[src/rtl/sp_stream_reader_pkg.sv]
// Shared definitions for the scratchpad read-out path: FSM encoding and the
// element index helper used to address one matrix target.
package matmul_pkg;

  typedef enum logic [1:0] {
    ST_IDLE   = 2'd0,
    ST_STREAM = 2'd1,
    ST_DONE   = 2'd2
  } state_e;

  // Operands packed per stored element; this is also the square matrix bound.
  function automatic int unsigned calc_max_dim(input int unsigned bus_width,
                                               input int unsigned data_width);
    return bus_width / data_width;
  endfunction

  function automatic int unsigned sub_addr(input int unsigned row,
                                           input int unsigned col,
                                           input int unsigned max_dim);
    return row * max_dim + col;
  endfunction

endpackage

[src/rtl/sp_stream_reader_if.sv]
// Valid/ready stream carrying scratchpad elements to the bus read-back path.
interface sp_stream_reader_if #(
  parameter int unsigned BUS_WIDTH = 16
);
  logic                 m_valid_o;
  logic                 m_ready_i;
  logic [BUS_WIDTH-1:0] m_data_o;
  logic                 m_last_o;

  modport master (output m_valid_o, output m_data_o, output m_last_o, input  m_ready_i);
  modport slave  (input  m_valid_o, input  m_data_o, input  m_last_o, output m_ready_i);
endinterface

[src/rtl/sp_stream_reader_index_counter.sv]
// 2-D row/col fetch counter. A clear restarts at (0,0) in the same cycle, so
// clear and increment together step straight to the successor of (0,0).
module sp_index_counter #(
  parameter int unsigned IDX_W = 1
) (
  input  logic             clk_i,
  input  logic             rst_i,
  input  logic             clr_i,
  input  logic             inc_i,
  input  logic [IDX_W:0]   rows_i,
  input  logic [IDX_W:0]   cols_i,
  input  logic             col_outer_i,
  output logic [IDX_W-1:0] row_o,
  output logic [IDX_W-1:0] col_o,
  output logic             last_o
);

  logic [IDX_W-1:0] r_row, r_col;
  logic [IDX_W-1:0] w_row, w_col;
  logic [IDX_W-1:0] w_row_nx, w_col_nx;
  logic             w_row_end, w_col_end;

  assign w_row     = clr_i ? '0 : r_row;
  assign w_col     = clr_i ? '0 : r_col;
  assign w_row_end = ({1'b0, w_row} == rows_i - 1'b1);
  assign w_col_end = ({1'b0, w_col} == cols_i - 1'b1);

  assign row_o  = w_row;
  assign col_o  = w_col;
  assign last_o = w_row_end & w_col_end;

  // NOTE: every output of a combinational block gets a default first, so no path leaves it unassigned and no latch is inferred.
  always_comb begin
    w_row_nx = w_row;
    w_col_nx = w_col;
    if (col_outer_i) begin
      if (w_row_end) begin
        w_row_nx = '0;
        w_col_nx = w_col + 1'b1;
      end else begin
        w_row_nx = w_row + 1'b1;
      end
    end else begin
      if (w_col_end) begin
        w_col_nx = '0;
        w_row_nx = w_row + 1'b1;
      end else begin
        w_col_nx = w_col + 1'b1;
      end
    end
  end

  // NOTE: state registers use non-blocking assignments so every flop samples pre-edge values.
  always_ff @(posedge clk_i) begin
    if (rst_i) begin
      r_row <= '0;
      r_col <= '0;
    end else if (inc_i) begin
      r_row <= w_row_nx;
      r_col <= w_col_nx;
    end else if (clr_i) begin
      r_row <= '0;
      r_col <= '0;
    end
  end

endmodule

[src/rtl/sp_stream_reader.sv]
// Scratchpad read-out stage: streams a rows x cols sub-matrix element by element.
// Optional column-major order is enabled by defining SP_STREAM_TRANSPOSE_EN.
module sp_stream_reader
  import matmul_pkg::*;
#(
  parameter  int unsigned BUS_WIDTH   = 16,
  parameter  int unsigned DATA_WIDTH  = 8,
  parameter  int unsigned SP_NTARGETS = 2,
  localparam int unsigned MAX_DIM     = calc_max_dim(BUS_WIDTH, DATA_WIDTH),
  localparam int unsigned IDX_W       = $clog2(MAX_DIM),
  localparam int unsigned DIM_W       = IDX_W + 1,
  localparam int unsigned SUB_W       = 2 * IDX_W
) (
  input  logic                 clk_i,
  input  logic                 rst_i,
`ifdef SP_STREAM_TRANSPOSE_EN
  input  logic                 tr_i,
`endif
  input  logic                 start_i,
  input  logic [1:0]           mat_sel_i,
  input  logic [DIM_W-1:0]     rows_i,
  input  logic [DIM_W-1:0]     cols_i,
  output logic [1:0]           sp_addr_o,
  output logic [SUB_W-1:0]     sp_sub_addr_o,
  input  logic [BUS_WIDTH-1:0] sp_data_i,
  sp_stream_reader_if.master   m,
  output logic                 busy_o,
  output logic                 done_o,
  output logic                 err_o
);

  state_e               r_state, w_next;
  logic [1:0]           r_mat_sel;
  logic [DIM_W-1:0]     r_rows, r_cols;
  logic                 r_tr;
  logic [BUS_WIDTH-1:0] r_data;
  logic                 r_valid, r_last, r_done, r_err;

  logic                 w_legal, w_launch, w_err_req, w_hs, w_load;
  logic                 w_tr_in, w_tr_eff, w_pos_last;
  logic [DIM_W-1:0]     w_rows_eff, w_cols_eff;
  logic [IDX_W-1:0]     w_row, w_col;

`ifdef SP_STREAM_TRANSPOSE_EN
  assign w_tr_in = tr_i;
`else
  assign w_tr_in = 1'b0;
`endif

  assign w_legal   = (rows_i != '0) && (rows_i <= DIM_W'(MAX_DIM)) &&
                     (cols_i != '0) && (cols_i <= DIM_W'(MAX_DIM)) &&
                     (32'(mat_sel_i) < SP_NTARGETS);
  assign w_launch  = !rst_i && (r_state == ST_IDLE) && start_i && w_legal;
  assign w_err_req = (r_state == ST_IDLE) && start_i && !w_legal;
  assign w_hs      = r_valid & m.m_ready_i;
  assign w_load    = w_launch | (w_hs & !r_last);

  // The first element is fetched on the accept edge, so the request drives the address directly.
  assign w_rows_eff = w_launch ? rows_i  : r_rows;
  assign w_cols_eff = w_launch ? cols_i  : r_cols;
  assign w_tr_eff   = w_launch ? w_tr_in : r_tr;

  sp_index_counter #(.IDX_W(IDX_W)) u_fetch_cnt (
    .clk_i       (clk_i),
    .rst_i       (rst_i),
    .clr_i       (w_launch),
    .inc_i       (w_load),
    .rows_i      (w_rows_eff),
    .cols_i      (w_cols_eff),
    .col_outer_i (w_tr_eff),
    .row_o       (w_row),
    .col_o       (w_col),
    .last_o      (w_pos_last)
  );

  assign sp_addr_o     = w_launch ? mat_sel_i : r_mat_sel;
  assign sp_sub_addr_o = SUB_W'(sub_addr(32'(w_row), 32'(w_col), MAX_DIM));

  always_ff @(posedge clk_i) begin
    if (rst_i) r_state <= ST_IDLE;
    else       r_state <= w_next;
  end

  always_comb begin
    w_next = r_state;
    unique case (r_state)
      ST_IDLE:   if (w_launch)        w_next = ST_STREAM;
      ST_STREAM: if (w_hs && r_last)  w_next = ST_DONE;
      ST_DONE:                        w_next = ST_IDLE;
      default:                        w_next = ST_IDLE;
    endcase
  end

  always_ff @(posedge clk_i) begin
    if (rst_i) begin
      r_mat_sel <= '0;
      r_rows    <= '0;
      r_cols    <= '0;
      r_tr      <= 1'b0;
      r_data    <= '0;
      r_valid   <= 1'b0;
      r_last    <= 1'b0;
      r_done    <= 1'b0;
      r_err     <= 1'b0;
    end else begin
      r_err  <= w_err_req;
      r_done <= (r_state == ST_DONE);
      if (w_launch) begin
        r_mat_sel <= mat_sel_i;
        r_rows    <= rows_i;
        r_cols    <= cols_i;
        r_tr      <= w_tr_in;
      end
      // Word and last flag change only on load, so both hold through a stall.
      if (w_load) begin
        r_data <= sp_data_i;
        r_last <= w_pos_last;
      end
      if (w_launch)             r_valid <= 1'b1;
      else if (w_hs && r_last)  r_valid <= 1'b0;
    end
  end

  assign m.m_valid_o = r_valid;
  assign m.m_data_o  = r_data;
  assign m.m_last_o  = r_last;
  assign busy_o      = (r_state != ST_IDLE);
  assign done_o      = r_done;
  assign err_o       = r_err;

endmodule

[src/flat_wrapper.sv]
// flat-port wrapper written by rule: the top's interface ports become plain ports
module sp_stream_reader_flat import matmul_pkg::*;
#(
  parameter  int unsigned BUS_WIDTH   = 16,
  parameter  int unsigned DATA_WIDTH  = 8,
  parameter  int unsigned SP_NTARGETS = 2,
  localparam int unsigned MAX_DIM     = calc_max_dim(BUS_WIDTH, DATA_WIDTH),
  localparam int unsigned IDX_W       = $clog2(MAX_DIM),
  localparam int unsigned DIM_W       = IDX_W + 1,
  localparam int unsigned SUB_W       = 2 * IDX_W
)
  (clk_i, rst_i, start_i, mat_sel_i, rows_i, cols_i, sp_addr_o, sp_sub_addr_o, sp_data_i, busy_o, done_o, err_o, m_m_valid_o, m_m_data_o, m_m_last_o, m_m_ready_i);
  sp_stream_reader_if #(.BUS_WIDTH(BUS_WIDTH)) m_i ();
  input  logic clk_i;
  input  logic rst_i;
  input  logic start_i;
  input  logic [1:0] mat_sel_i;
  input  logic [DIM_W-1:0] rows_i;
  input  logic [DIM_W-1:0] cols_i;
  output logic [1:0] sp_addr_o;
  output logic [SUB_W-1:0] sp_sub_addr_o;
  input  logic [BUS_WIDTH-1:0] sp_data_i;
  output logic busy_o;
  output logic done_o;
  output logic err_o;
  output wire logic [$bits(m_i.m_valid_o)-1:0] m_m_valid_o;
  output wire logic [$bits(m_i.m_data_o)-1:0] m_m_data_o;
  output wire logic [$bits(m_i.m_last_o)-1:0] m_m_last_o;
  input wire logic [$bits(m_i.m_ready_i)-1:0] m_m_ready_i;
  assign m_m_valid_o = m_i.m_valid_o;
  assign m_m_data_o = m_i.m_data_o;
  assign m_m_last_o = m_i.m_last_o;
  assign m_i.m_ready_i = m_m_ready_i;
  sp_stream_reader #(.BUS_WIDTH(BUS_WIDTH), .DATA_WIDTH(DATA_WIDTH), .SP_NTARGETS(SP_NTARGETS)) u_core (.clk_i(clk_i), .rst_i(rst_i), .start_i(start_i), .mat_sel_i(mat_sel_i), .rows_i(rows_i), .cols_i(cols_i), .sp_addr_o(sp_addr_o), .sp_sub_addr_o(sp_sub_addr_o), .sp_data_i(sp_data_i), .m(m_i), .busy_o(busy_o), .done_o(done_o), .err_o(err_o));
endmodule
[config.mk]
export PLATFORM = sky130hd
export DESIGN_NAME = sp_stream_reader_flat
export DESIGN_NICKNAME = d
export VERILOG_FILES = /design/src/rtl/sp_stream_reader_pkg.sv /design/src/rtl/sp_stream_reader_if.sv /design/src/rtl/sp_stream_reader_index_counter.sv /design/src/rtl/sp_stream_reader.sv /design/src/flat_wrapper.sv
export SDC_FILE = /design/constraint.sdc
export NUM_CORES = 1
export LEC_CHECK = 0
export ABC_AREA = 1
export BUFFER_PORTS_ARGS = -buffer_cell sky130_fd_sc_hd__buf_2
export CORE_MARGIN = 10
export CORE_UTILIZATION = 35
export DETAILED_ROUTE_END_ITERATION = 16
export PLACE_DENSITY = 0.62
export SYNTH_ARGS = -nofsm -noshare
export SYNTH_HDL_FRONTEND = slang
export SYNTH_SLANG_ARGS = --single-unit
[constraint.sdc]
create_clock -name clk_i -period 1.7 [get_ports clk_i]
set_clock_uncertainty 0.1 [all_clocks]
set_input_delay 0.34 -clock clk_i [delete_from_list [all_inputs] [get_ports clk_i]]
set_output_delay 0.34 -clock clk_i [all_outputs]
set_load 0.005 [all_outputs]
* After elaboration in Yosys (flattened, before gate mapping)
Index checks and enable logic that the tools add are counted.
** Storage, ports and cells
- Register bits :: 31
- Input port bits :: 26
- Output and inout bits :: 25
- Logic and storage cells :: 68
** Operators by class
- Add/sub/neg operators :: 5
- Order comparisons :: 3
- Equality and inequality tests :: 6
- Muxes and demuxes :: 19
- Bitwise logic cells :: 4
- Reductions and logical operators :: 19
** Operators by type and width (count)
- $mux W1 :: 13
- $logic_and A1 B1 Y1 :: 10
- $mux W2 :: 5
- $reduce_bool A2 Y1 :: 4
- $eq A1 B2 Y1 :: 2
- $le A2 B2 Y1 const B :: 2
- $pmux W2 S2 :: 1
- $sub A2 B1 Y2 const B :: 2
- $and A1 B1 Y1 :: 3
- $logic_not A1 Y1 :: 3
- $add A1 B1 Y1 const B :: 2
- $add A2 B1 Y2 :: 1
- $eq A2 B1 Y1 const B :: 1
- $eq A2 B2 Y1 const B :: 1
- $logic_not A2 Y1 :: 1
- $lt A2 B2 Y1 const B :: 1
- $ne A2 B1 Y1 const B :: 1
- $ne A2 B2 Y1 const B :: 1
- $reduce_and A2 Y1 :: 1
- $or A1 B1 Y1 :: 1

* Depth between registers and ports, before layout
Gate-level depths: netlist of run 1.
- Depth in word-level cells :: 12
- Gate-level depth with buffers :: 13
- Gate-level depth less buffers :: 12

* Hierarchy
A second synthesis of run 1 with hierarchy kept.
** Second synthesis, totals
- Cell total of the unflattened synthesis :: 205
- Area, all modules :: 1490.2 um^2
** By module, submodules not included
- sp_stream_reader :: instances 1, cells an instance 166, area an instance 1272.5 um^2, sequential area each 580.6 um^2
- sp_index_counter :: instances 1, cells an instance 39, area an instance 217.7 um^2, sequential area each 40.0 um^2

* Worst setup path after synthesis of run 1
No wires, ideal clock.
- Path kind :: input to output
- Start point :: input cols_i[1]
- End point :: output sp_addr_o[0]
- Arrival :: 1160 ps
- Data required time :: 1260 ps
- Slack :: 100 ps
- Cell stages on the path :: 9
- Path buffers :: 1
- Cell sequence :: nand2_1 nand2_1 nor2_4 nand3_4 buf_6 inv_2 or2_1 inv_2 a21oi_1
** On the way
- Word-level cells in the longest chain between the ends :: 6
- Elaborated cells between the ends (all ways) :: 7
- Those cells by class :: order compare: 1; mux: 1; reduce/logical: 5
** RTL lines
- start, declared :: line flat_wrapper.sv:19 : input logic [DIM_W-1:0] cols_i;
- branches (longest 2 deep; another with $le A2 B2 Y1)
- $logic_and A1 B1 Y1 (*) (2 in a row) :: line sp_stream_reader.sv:51 : (cols_i != '0) && (cols_i <= DIM_W'(MAX_DIM)) &&
- $logic_and A1 B1 Y1 (*) :: line sp_stream_reader.sv:53 : assign w_launch = !rst_i && (r_state == ST_IDLE) && start_i && w_legal;
- $mux W2 (*)
- end, declared :: line flat_wrapper.sv:20 : output logic [1:0] sp_addr_o;
Mark *: on every way between the ends.

* Worst setup path in the final report of run 1
- Start point :: register u_core.r_state[0]
- End point :: output sp_sub_addr_o[0]
** On the way
- Word-level cells in the longest chain between the ends :: 6
** RTL lines
- start, declared :: line sp_stream_reader.sv:32 : state_e r_state, w_next;
- start signal, assigned :: line sp_stream_reader.sv:81 : else r_state <= w_next;
- $logic_not A2 Y1 :: line sp_stream_reader.sv:53
- $logic_and A1 B1 Y1 (3 in a row) :: line sp_stream_reader.sv:53
- $mux W1
- $add A2 B1 Y2 :: line sp_stream_reader_pkg.sv:20 : return row * max_dim + col;
- end, declared :: line flat_wrapper.sv:21 : output logic [SUB_W-1:0] sp_sub_addr_o;
No other way between the ends.

==> results of run 1 <==
==> worst max-delay path: cells and delay by family (launching register included) <==
family                 cells  cell delay [ps]
AND/OR/NAND/NOR            4              350
flip-flops                 1              320
buffers and inverters      4              390
==> worst paths after layout <==
check                                      endpoint  cells past startpoint
setup / recovery                   sp_sub_addr_o[0]                      8
hold / removal    u_core.m.m_data_o[6]$_SDFFE_PP0N_                      3
setup reg to reg     u_core.m.m_last_o$_SDFFE_PP0N_                     13
hold reg to reg      u_core.r_state[1]$_SDFFE_PP0P_                      1
==> cell families (layout without fill, tap and decap cells) <==
kind of cell / Yosys count / after routing / share of synthesized area (%)
and+or+nand+nor: 100 / 100 / 35.25
DFF: 31 / 31 / 45.88
buffers and inverters: 29 / 101 / 9.342
AOI/OAI and AO/OA: 24 / 24 / 9.529
==> per-stage QoR <==
step / cell area [um2] / TNS (ps) / power [mW] / worst slack [ps] / hold WS, ps
after detailed placement: 1717 / -338.3 / 0.9681 / -78.95 / 332.2
after CTS: 1887 / -366.9 / 1.497 / -119.1 / 174.8
after floorplan: 1353 / 0 / 0.8793 / 99.72 / 318.7
final: 1921 / -256.0 / 1.485 / -91.39 / 177.4
after global routing: 1921 / -1062 / 1.554 / -198.0 / 185.5
after global placement: 1717 / -169.3 / 0.9656 / -56.84 / 332.4
==> placed cells by master (no fill, tap or decap), types with 5 or more instances in the layout <==
cell | Yosys | layout
inv_1 | 11 | 10
inv_2 | 9 | 8
nand2_1 | 27 | 24
clkbuf_8 | 0 | 5
nand2_2 | 5 | 6
buf_4 | 2 | 23
nor2_1 | 44 | 44
dfxtp_1 | 31 | 29
o21ai_0 | 18 | 18
buf_2 | 2 | 48
nand2_4 | 3 | 5
nand3_1 | 9 | 9
==> state kept, by name, summed over array words and instances, names as in the netlist, 2 cells and up <==
| name | count |
|---|---|
| u_core.m.m_data_o | 16 |
| u_core.r_mat_sel | 2 |
| u_core.r_state | 2 |
| u_core.r_rows | 2 |
| u_core.r_cols | 2 |
==> final cells by class <==
| cell class | count | area (um2) |
|---|---|---|
| clock buffer | 6 | 72.57 |
| fill | 367 | 1768 |
| inverter | 20 | 80.08 |
| multi-input combinational | 124 | 626.9 |
| sequential | 31 | 623.1 |
| tap | 48 | 60.06 |
| timing repair buffer | 75 | 457.9 |
==> metal layers <==
layer | vias to the layer above | track usage, % | part of all wire (%)
met1 | 613 | 11.79 | 41
met2 | 45 | 18.97 | 47
met4 | 0 | 4.082 | 1.3
met5 | - | 0 | 0
met3 | 5 | 6.263 | 10
li1 | 722 | - | -
==> repair_timing <==
| action | CTS | global route |
|---|---|---|
| resized for setup | 11 | 5 |
| buffers inserted | 8 | 3 |
| pin swaps | 4 | 3 |
| setup endpoints to repair | 4 | 17 |
| hold buffers | 0 | 0 |
==> power by group through the flow <==
stage	combinational [mW]	sequential, mW	clock (mW)
2_1_floorplan	0.0946	0.785	0
3_3_place_gp	0.183	0.782	0
3_5_place_dp	0.185	0.783	0
4_1_cts	0.199	0.767	0.530
5_1_grt	0.231	0.772	0.551
6_report	0.203	0.767	0.515
==> results.sh, run 1 <==
export IMPL_synth_seq_cells=31
export IMPL_utilization_pct=52.07
export IMPL_timing_fmax_mhz=558.2
export IMPL_rsz0062_at_grt="yes"
export IMPL_worst_slack_ps=-91.39
export IMPL_final_cells=304
export IMPL_initial_utilization_pct=36.67
export IMPL_crit_arrival_ps=1350
export IMPL_synth_top_area_share_pct=45.88
export IMPL_p_comb_share_pct=13.6
export IMPL_tritoncts="yes"
export IMPL_endpoint_kind="primary output"
export IMPL_drv_cap=0
export IMPL_clk_path_buf_depth=2
export IMPL_drc=0
export IMPL_crit_slowest_cell="dfxtp_2"
export IMPL_setup_viol=5
export IMPL_startpoint_type="register"
export IMPL_clk_latency_ps=280
export IMPL_netlist_instances=184
export IMPL_ys_types=25
export IMPL_crit_type="reg -> out"
export IMPL_reg2reg_slack_ps=0
export IMPL_clk_pin_slew_ps=60
export IMPL_synthToLayoutAreaGrowth_pct=42.00
export IMPL_syn_avg_cell_area_um2=7.351
export IMPL_place_congestion=0.8045
export IMPL_slew_violations=0
export IMPL_postRouteAntennaNets=0
export IMPL_p_clk_share_pct=34.7
export IMPL_grt_pass1_wl_mm=5.947
export IMPL_critPathLaunch="u_core.r_state[0]$_SDFFE_PP0P_"
export IMPL_first_pass_iters=4
export IMPL_nNetsFinal=283
export IMPL_ir_drop_mv=0.5575
export IMPL_dieArea_mm2=0.006751
export IMPL_grt_usage_pct=11.34
export IMPL_min_from="sp_data_i[6]"
export IMPL_die_x_um=82.17
export IMPL_min_delay_path_class="in -> reg"
export IMPL_power_density_mw_per_mm2=773.3
export IMPL_syn_area_mm2=0.001353
export IMPL_core_area_mm2=0.003689
export IMPL_swShare_pct=24.33
export IMPL_grt_overflow_total=0
export IMPL_r2r_start="u_core.r_state[0]$_SDFFE_PP0P_"
export IMPL_viasPerCell=4.556
export IMPL_period_share_pct=105.4
export IMPL_first_iter_violations=65
export IMPL_synth_edff_count=0
export IMPL_dp_cells=287
export IMPL_yosys_warnings=0
export IMPL_cts_buffers=5
export IMPL_crit_fanout=6
export IMPL_grt_max_degree=20
export IMPL_die_height_um=82.17
export IMPL_violations="negative setup slack"
export IMPL_htree_levels=2
export IMPL_wl_mm=3.561
export IMPL_seqPwrFrac_pct=51.7
export IMPL_std_cell_rows=22
export IMPL_period_minus_slack_ps=1791
export IMPL_switching_power_uw=361.4
export IMPL_run_status="finished, violations left"
export IMPL_post_synth_most_frequent_cells="nor2_1, dfxtp_1, nand2_1"
export IMPL_io_buffers=50
export IMPL_synth_ff_type="dfxtp_1"
export IMPL_wire_per_inst_um=11.71
export IMPL_synth_area_leader_cell="dfxtp_1"
export IMPL_antenna_found_initial=0
export IMPL_numClockSinks=31
export IMPL_grt_pass1_vias=1365
export IMPL_crit_chain="inv_2, nand2_4, nor2_4, nand3_4, buf_6, nand2_4, inv_2, buf_2"
export IMPL_synthMostInstantiatedCell="nor2_1"
export IMPL_syn_nets=210
export IMPL_drive_gt1_share_pct=42.58
export IMPL_synth_yosys_seq_area_share_pct=45.88
export IMPL_slowest_delay_ps=320
export IMPL_ios=51
export IMPL_cp_required_ps=1260
export IMPL_p_int_mw=1.124
export IMPL_ctsRootBufferMaster="clkbuf_8"
export IMPL_diodes=0
export IMPL_hold_violations=0
export IMPL_synth_area_leaders="dfxtp_1, nor2_1, nand2_1"
export IMPL_vias=1385
export IMPL_hpwl_mm=2.604
export IMPL_slew_headroom_pct=85.87
export IMPL_worstMarginPinSlew_ps=210.0
export IMPL_power_leakage_nw=1.028
export IMPL_async_reset_ff_share_pct=0
Note: power is estimated with default switching activity, not from simulation.
==> run 2, diff against run 1 <==
CTS_BUF_LIST = sky130_fd_sc_hd__clkbuf_8   (was default)
MAX_ROUTING_LAYER = met4   (was default)
SLEW_MARGIN = 5   (was default)
==> results.sh, run 2 (synthesized netlist as in run 1, its figures left out) <==
export IMPL_violations="negative setup slack"
export IMPL_ctsRootBufferMaster="clkbuf_8"
export IMPL_std_cell_rows=22
export IMPL_nNetsFinal=283
export IMPL_clk_path_buf_depth=2
export IMPL_utilization_pct=52.07
export IMPL_clk_latency_ps=280
export IMPL_wl_mm=3.549
export IMPL_cts_buffers=5
export IMPL_diodes=0
export IMPL_crit_arrival_ps=1350
export IMPL_hpwl_mm=2.604
export IMPL_grt_max_degree=20
export IMPL_numClockSinks=31
export IMPL_grt_pass1_wl_mm=5.954
export IMPL_startpoint_type="register"
export IMPL_final_common_cell="buf_2"
export IMPL_wire_per_inst_um=11.67
export IMPL_core_area_mm2=0.003689
export IMPL_crit_type="reg -> out"
export IMPL_first_pass_iters=4
export IMPL_slew_headroom_pct=85.87
export IMPL_slew_violations=0
export IMPL_initial_utilization_pct=36.67
export IMPL_antenna_found_initial=0
export IMPL_setup_viol=5
export IMPL_crit_fanout=6
export IMPL_power_density_mw_per_mm2=768.8
export IMPL_final_cell_mix="buf_2, nor2_1, dfxtp_1"
export IMPL_viasPerCell=4.592
export IMPL_first_iter_violations=62
export IMPL_dieArea_mm2=0.006751
export IMPL_period_minus_slack_ps=1790
export IMPL_rsz0062_at_grt="yes"
export IMPL_grt_usage_pct=11.74
export IMPL_min_delay_path_class="in -> reg"
export IMPL_drc=0
export IMPL_endpoint_kind="primary output"
export IMPL_grt_pass1_vias=1364
export IMPL_run_status="finished, violations left"
export IMPL_place_area_mm2=0.001717
export IMPL_clk_pin_slew_ps=60
export IMPL_synthToLayoutAreaGrowth_pct=42.00
export IMPL_dp_cells=287
export IMPL_htree_levels=2
export IMPL_place_congestion=0.8162
export IMPL_stdcell_area_mm2=0.001921
export IMPL_worst_slack_ps=-89.95
export IMPL_largest_register_ffs=16
export IMPL_tritoncts="yes"
export IMPL_io_buffers=50
export IMPL_wl_met2_mm=1.694
export IMPL_dp_slack_ps=-78.95
export IMPL_drv_cap=0
export IMPL_die_height_um=82.17
export IMPL_grt_overflow_total=0
export IMPL_period_share_pct=105.3
export IMPL_ir_drop_mv=0.5577
export IMPL_drive_gt1_share_pct=42.58
export IMPL_die_x_um=82.17
export IMPL_hold_violations=0
export IMPL_wl_met1_mm=1.532
export IMPL_cp_required_ps=1260
export IMPL_ios=51
export IMPL_dr_wl_met3_um=269
export IMPL_worstMarginPinSlew_ps=210.0
export IMPL_postRouteAntennaNets=0
export IMPL_top_layer_used="met4"
export IMPL_final_cells=304
export IMPL_timing_fmax_mhz=558.7
export IMPL_vias=1396
export IMPL_power_leakage_nw=1.032
==> run 2: cell types whose count changed in the layout (fill, tap and decap cells not counted) <==
cell,previous run,this run
inv_1,10,11
clkbuf_1,1,0
==> run 2: worst paths after layout <==
| check | startpoint | to | slack [ps] | cells after the start |
|---|---|---|---|---|
| max | u_core.r_state[0]$_SDFFE_PP0P_ | sp_sub_addr_o[0] | -90 | 8 |
| min | sp_data_i[6] | u_core.m.m_data_o[6]$_SDFFE_PP0N_ | 180 | 3 |
| max reg2reg | u_core.r_state[0]$_SDFFE_PP0P_ | u_core.m.m_last_o$_SDFFE_PP0N_ | 0 | 13 |
| min reg2reg | u_core.r_state[1]$_SDFFE_PP0P_ | u_core.r_state[1]$_SDFFE_PP0P_ | 320 | 1 |
==> run 2: power by group <==
group / total (mW) / switching [mW] / internal (mW) / leakage (nW)
clock network: 0.507 / 0.241 / 0.266 / 0.0413
registers: 0.768 / 0.0131 / 0.754 / 0.252
logic: 0.203 / 0.105 / 0.0977 / 0.738
==> run 2: repair_timing <==
| item | CTS | global route |
|---|---|---|
| pin swaps | 4 | 3 |
| gates resized for setup | 11 | 5 |
| endpoints found under the setup margin | 4 | 17 |
| hold endpoints to repair | 0 | 0 |
| hold buffers | 0 | 0 |
| buffers inserted | 8 | 3 |
==> run 2: area by class of cell <==
| cell class | instances | area, um2 |
|---|---|---|
| well taps | 48 | 60.06 |
| repair buffers | 75 | 457.9 |
| multi-input cells | 124 | 626.9 |
| clock buffers | 5 | 68.82 |
| fillers | 367 | 1768 |
| inverters | 20 | 80.08 |
| clock inverters | 1 | 3.754 |
| flip-flops and latches | 31 | 623.1 |
==> run 2: critical path, cell delays in order (launching register included) <==
cell     delay, ps
dfxtp_2        320
inv_2           70
nand2_4         60
nor2_4         100
nand3_4        100
buf_6          160
nand2_4         90
inv_2           40
buf_2          120
==> run 2: layer usage <==
metal / vias up / track usage (%)
met4: 0 / 5.612
met2: 42 / 18.97
met3: 7 / 4.536
met1: 625 / 12.42
li1: 722 / -
met5: - / -
==> run 2: metrics by stage <==
step | hold slack, ps | total power [mW] | setup TNS, ps
final | 179.6 | 1.477 | -256.1
after detailed placement | 332.2 | 0.9681 | -338.3
after global placement | 332.4 | 0.9656 | -169.3
after CTS | 174.8 | 1.493 | -366.9
after floorplan | 318.7 | 0.8793 | 0
after global routing | 185.2 | 1.548 | -1063
==> run 3, diff against run 2 <==
ABC_AREA = default   (was 1)
PLACE_DENSITY = 0.63   (was 0.62)
==> results.sh, run 3 <==
export IMPL_period_minus_slack_ps=2379
export IMPL_initial_utilization_pct=36.09
export IMPL_synth_yosys_seq_area_share_pct=46.97
export IMPL_ys_types=36
export IMPL_ir_drop_mv=0.4632
export IMPL_slew_headroom_pct=79.05
export IMPL_synth_area_leader_cell="dfxtp_1"
export IMPL_synth_edff_count=0
export IMPL_slew_violations=0
export IMPL_cts_buffers=5
export IMPL_syn_area_mm2=0.001321
export IMPL_worstMarginPinSlew_ps=314.3
export IMPL_core_area_mm2=0.003661
export IMPL_final_cells=264
export IMPL_antenna_found_initial=0
export IMPL_clk_pin_slew_ps=70
export IMPL_async_reset_ff_share_pct=0
export IMPL_die_height_um=81.44
export IMPL_crit_fanout=4
export IMPL_violations="negative setup slack"
export IMPL_setup_viol=30
export IMPL_numClockSinks=31
export IMPL_synth_seq_cells=31
export IMPL_syn_avg_cell_area_um2=8.927
export IMPL_grt_pass1_vias=1252
export IMPL_tritoncts="yes"
export IMPL_timing_fmax_mhz=420.4
export IMPL_grt_pass1_wl_mm=5.830
export IMPL_ctsRootBufferMaster="clkbuf_8"
export IMPL_ios=51
export IMPL_nNetsFinal=241
export IMPL_yosys_warnings=0
export IMPL_switching_power_uw=367.1
export IMPL_hpwl_mm=2.646
export IMPL_dieArea_mm2=0.006632
export IMPL_startpoint_type="register"
export IMPL_seqCellArea_um2=623.1
export IMPL_cp_required_ps=1260
export IMPL_drc=0
export IMPL_synth_ff_type="dfxtp_1"
export IMPL_fill_cells=359
export IMPL_htree_levels=2
export IMPL_synthMostInstantiatedCell="dfxtp_1"
export IMPL_whs_ps=196.3
export IMPL_p_int_mw=1.317
export IMPL_wire_per_inst_um=13.48
export IMPL_postRouteAntennaNets=0
export IMPL_power_mw=1.685
export IMPL_io_buffers=50
export IMPL_power_density_mw_per_mm2=894.6
export IMPL_power_leakage_nw=0.8288
export IMPL_run_status="finished, violations left"
export IMPL_synth_top_area_share_pct=46.97
export IMPL_post_synth_most_frequent_cells="dfxtp_1, nand2_1, a21oi_1"
export IMPL_synth_area_leaders="dfxtp_1, a21oi_1, nand3_1"
export IMPL_first_pass_iters=4
export IMPL_rsz0062_at_grt="yes"
export IMPL_largest_register_ffs=16
export IMPL_vias=1246
export IMPL_std_cell_rows=22
export IMPL_period_share_pct=139.9
export IMPL_reg2reg_slack_ps=-610
export IMPL_viasPerCell=4.720
export IMPL_seqPwrFrac_pct=45.0
export IMPL_place_congestion=0.8376
export IMPL_dp_cells=254
export IMPL_final_common_cell="buf_2"
export IMPL_multi_input_area_um2=635.6
export IMPL_hold_violations=0
export IMPL_syn_nets=174
export IMPL_crit_type="reg -> out"
export IMPL_drv_cap=0
export IMPL_swShare_pct=21.79
export IMPL_endpoint_kind="primary output"
export IMPL_grt_overflow_total=0
export IMPL_diodes=0
export IMPL_worst_slack_ps=-678.5
export IMPL_clk_path_buf_depth=2
export IMPL_min_delay_path_class="in -> reg"
export IMPL_die_x_um=81.44
export IMPL_netlist_instances=148
export IMPL_grt_usage_pct=11.73
export IMPL_first_iter_violations=108
export IMPL_final_cell_mix="buf_2, dfxtp_1, nand2_1"
export IMPL_p_comb_share_pct=11.0
export IMPL_crit_arrival_ps=1940
export IMPL_synthToLayoutAreaGrowth_pct=42.52
export IMPL_grt_max_degree=30
export IMPL_clk_latency_ps=280
export IMPL_drive_gt1_share_pct=43.06
export IMPL_p_clk_share_pct=44.1
export IMPL_wl_mm=3.558
==> run 3: changes by cell type after synthesis, moves of 3 or more <==
cell,change
a31oi_1,+4
o21ai_0,-18
nand2_2,-5
a21oi_1,+16
nand2_1,-4
nor2_1,-40
nand4_1,-4
nand2_4,-3
nand3_1,+9
inv_2,-9
and2_1,+4
inv_1,-8
nand3b_1,+3
==> run 3: repair_timing <==
action | 4_1_cts | 5_1_grt
hold endpoints to repair | 0 | 0
pin swaps | 6 | 1
resized for setup | 6 | 1
setup buffers | 2 | 0
endpoints found under the setup margin | 32 | 32
hold buffers | 0 | 0
==> run 3: layout make-up <==
cell class	instances	share of cell area [%]
clock inverter	2	1.860
clock buffer	6	4.385
tap	48	3.189
multi-input combinational	103	33.75
sequential	31	33.09
timing repair buffer	71	23.12
inverter	3	0.5980
==> run 3: metrics by stage <==
step                      setup WS (ps)  TNS [ps]  utilization (%)  instance area (um2)
after global placement           -552.1    -12690            47.13                 1725
after detailed placement         -574.5    -13210            47.13                 1725
after floorplan                  -701.2    -10470                -                 1326
after global routing             -736.2    -15630            51.44                 1883
final                            -678.5    -13690            51.44                 1883
after CTS                        -721.4    -14490            51.40                 1882
==> run 3: worst max-delay path, stage by stage (launching register included) <==
cell,delay [ps]
dfxtp_2,320
or4b_4,510
or4_4,550
and2_1,150
buf_2,120
==> run 3: cell families (layout without fill, tap and decap cells) <==
group	after synthesis	after routing	share of synthesized area, %
mux	3	3	2.367
xor+xnor	2	2	1.326
simple gates	67	67	27.75
compound gates	31	31	15.72
flops	31	31	46.97
buf+inv	14	82	5.870
==> run 3: final timing paths <==
check,startpoint,endpoint,depth (start not counted)
worst min-delay path,sp_data_i[12],u_core.m.m_data_o[12]$_SDFFE_PP0N_,3
worst max register to register,u_core.r_state[1]$_SDFFE_PP0P_,u_core.r_cols[0]$_SDFF_PP0_,7
worst max-delay path,u_core.r_state[1]$_SDFFE_PP0P_,sp_addr_o[1],4
worst min register to register,u_core.m.m_data_o[4]$_SDFFE_PP0N_,u_core.m.m_data_o[4]$_SDFFE_PP0N_,2
==> run 3: per-layer routing <==
metal / track usage (%) / routed length (um)
met1: 12.75 / 1439
met2: 18.09 / 1887
met3: 4.476 / 161
met5: - / 0
met4: 6.574 / 70
==> run 3: power groups by stage <==
| stage | registers (mW) | logic (mW) | clock network (mW) |
|---|---|---|---|
| detailed placement | 0.774 | 0.182 | 0 |
| floorplan | 0.775 | 0.0813 | 0 |
| global route | 0.760 | 0.204 | 0.802 |
| finish | 0.757 | 0.185 | 0.742 |
| CTS | 0.758 | 0.188 | 0.762 |
| global placement | 0.774 | 0.180 | 0 |
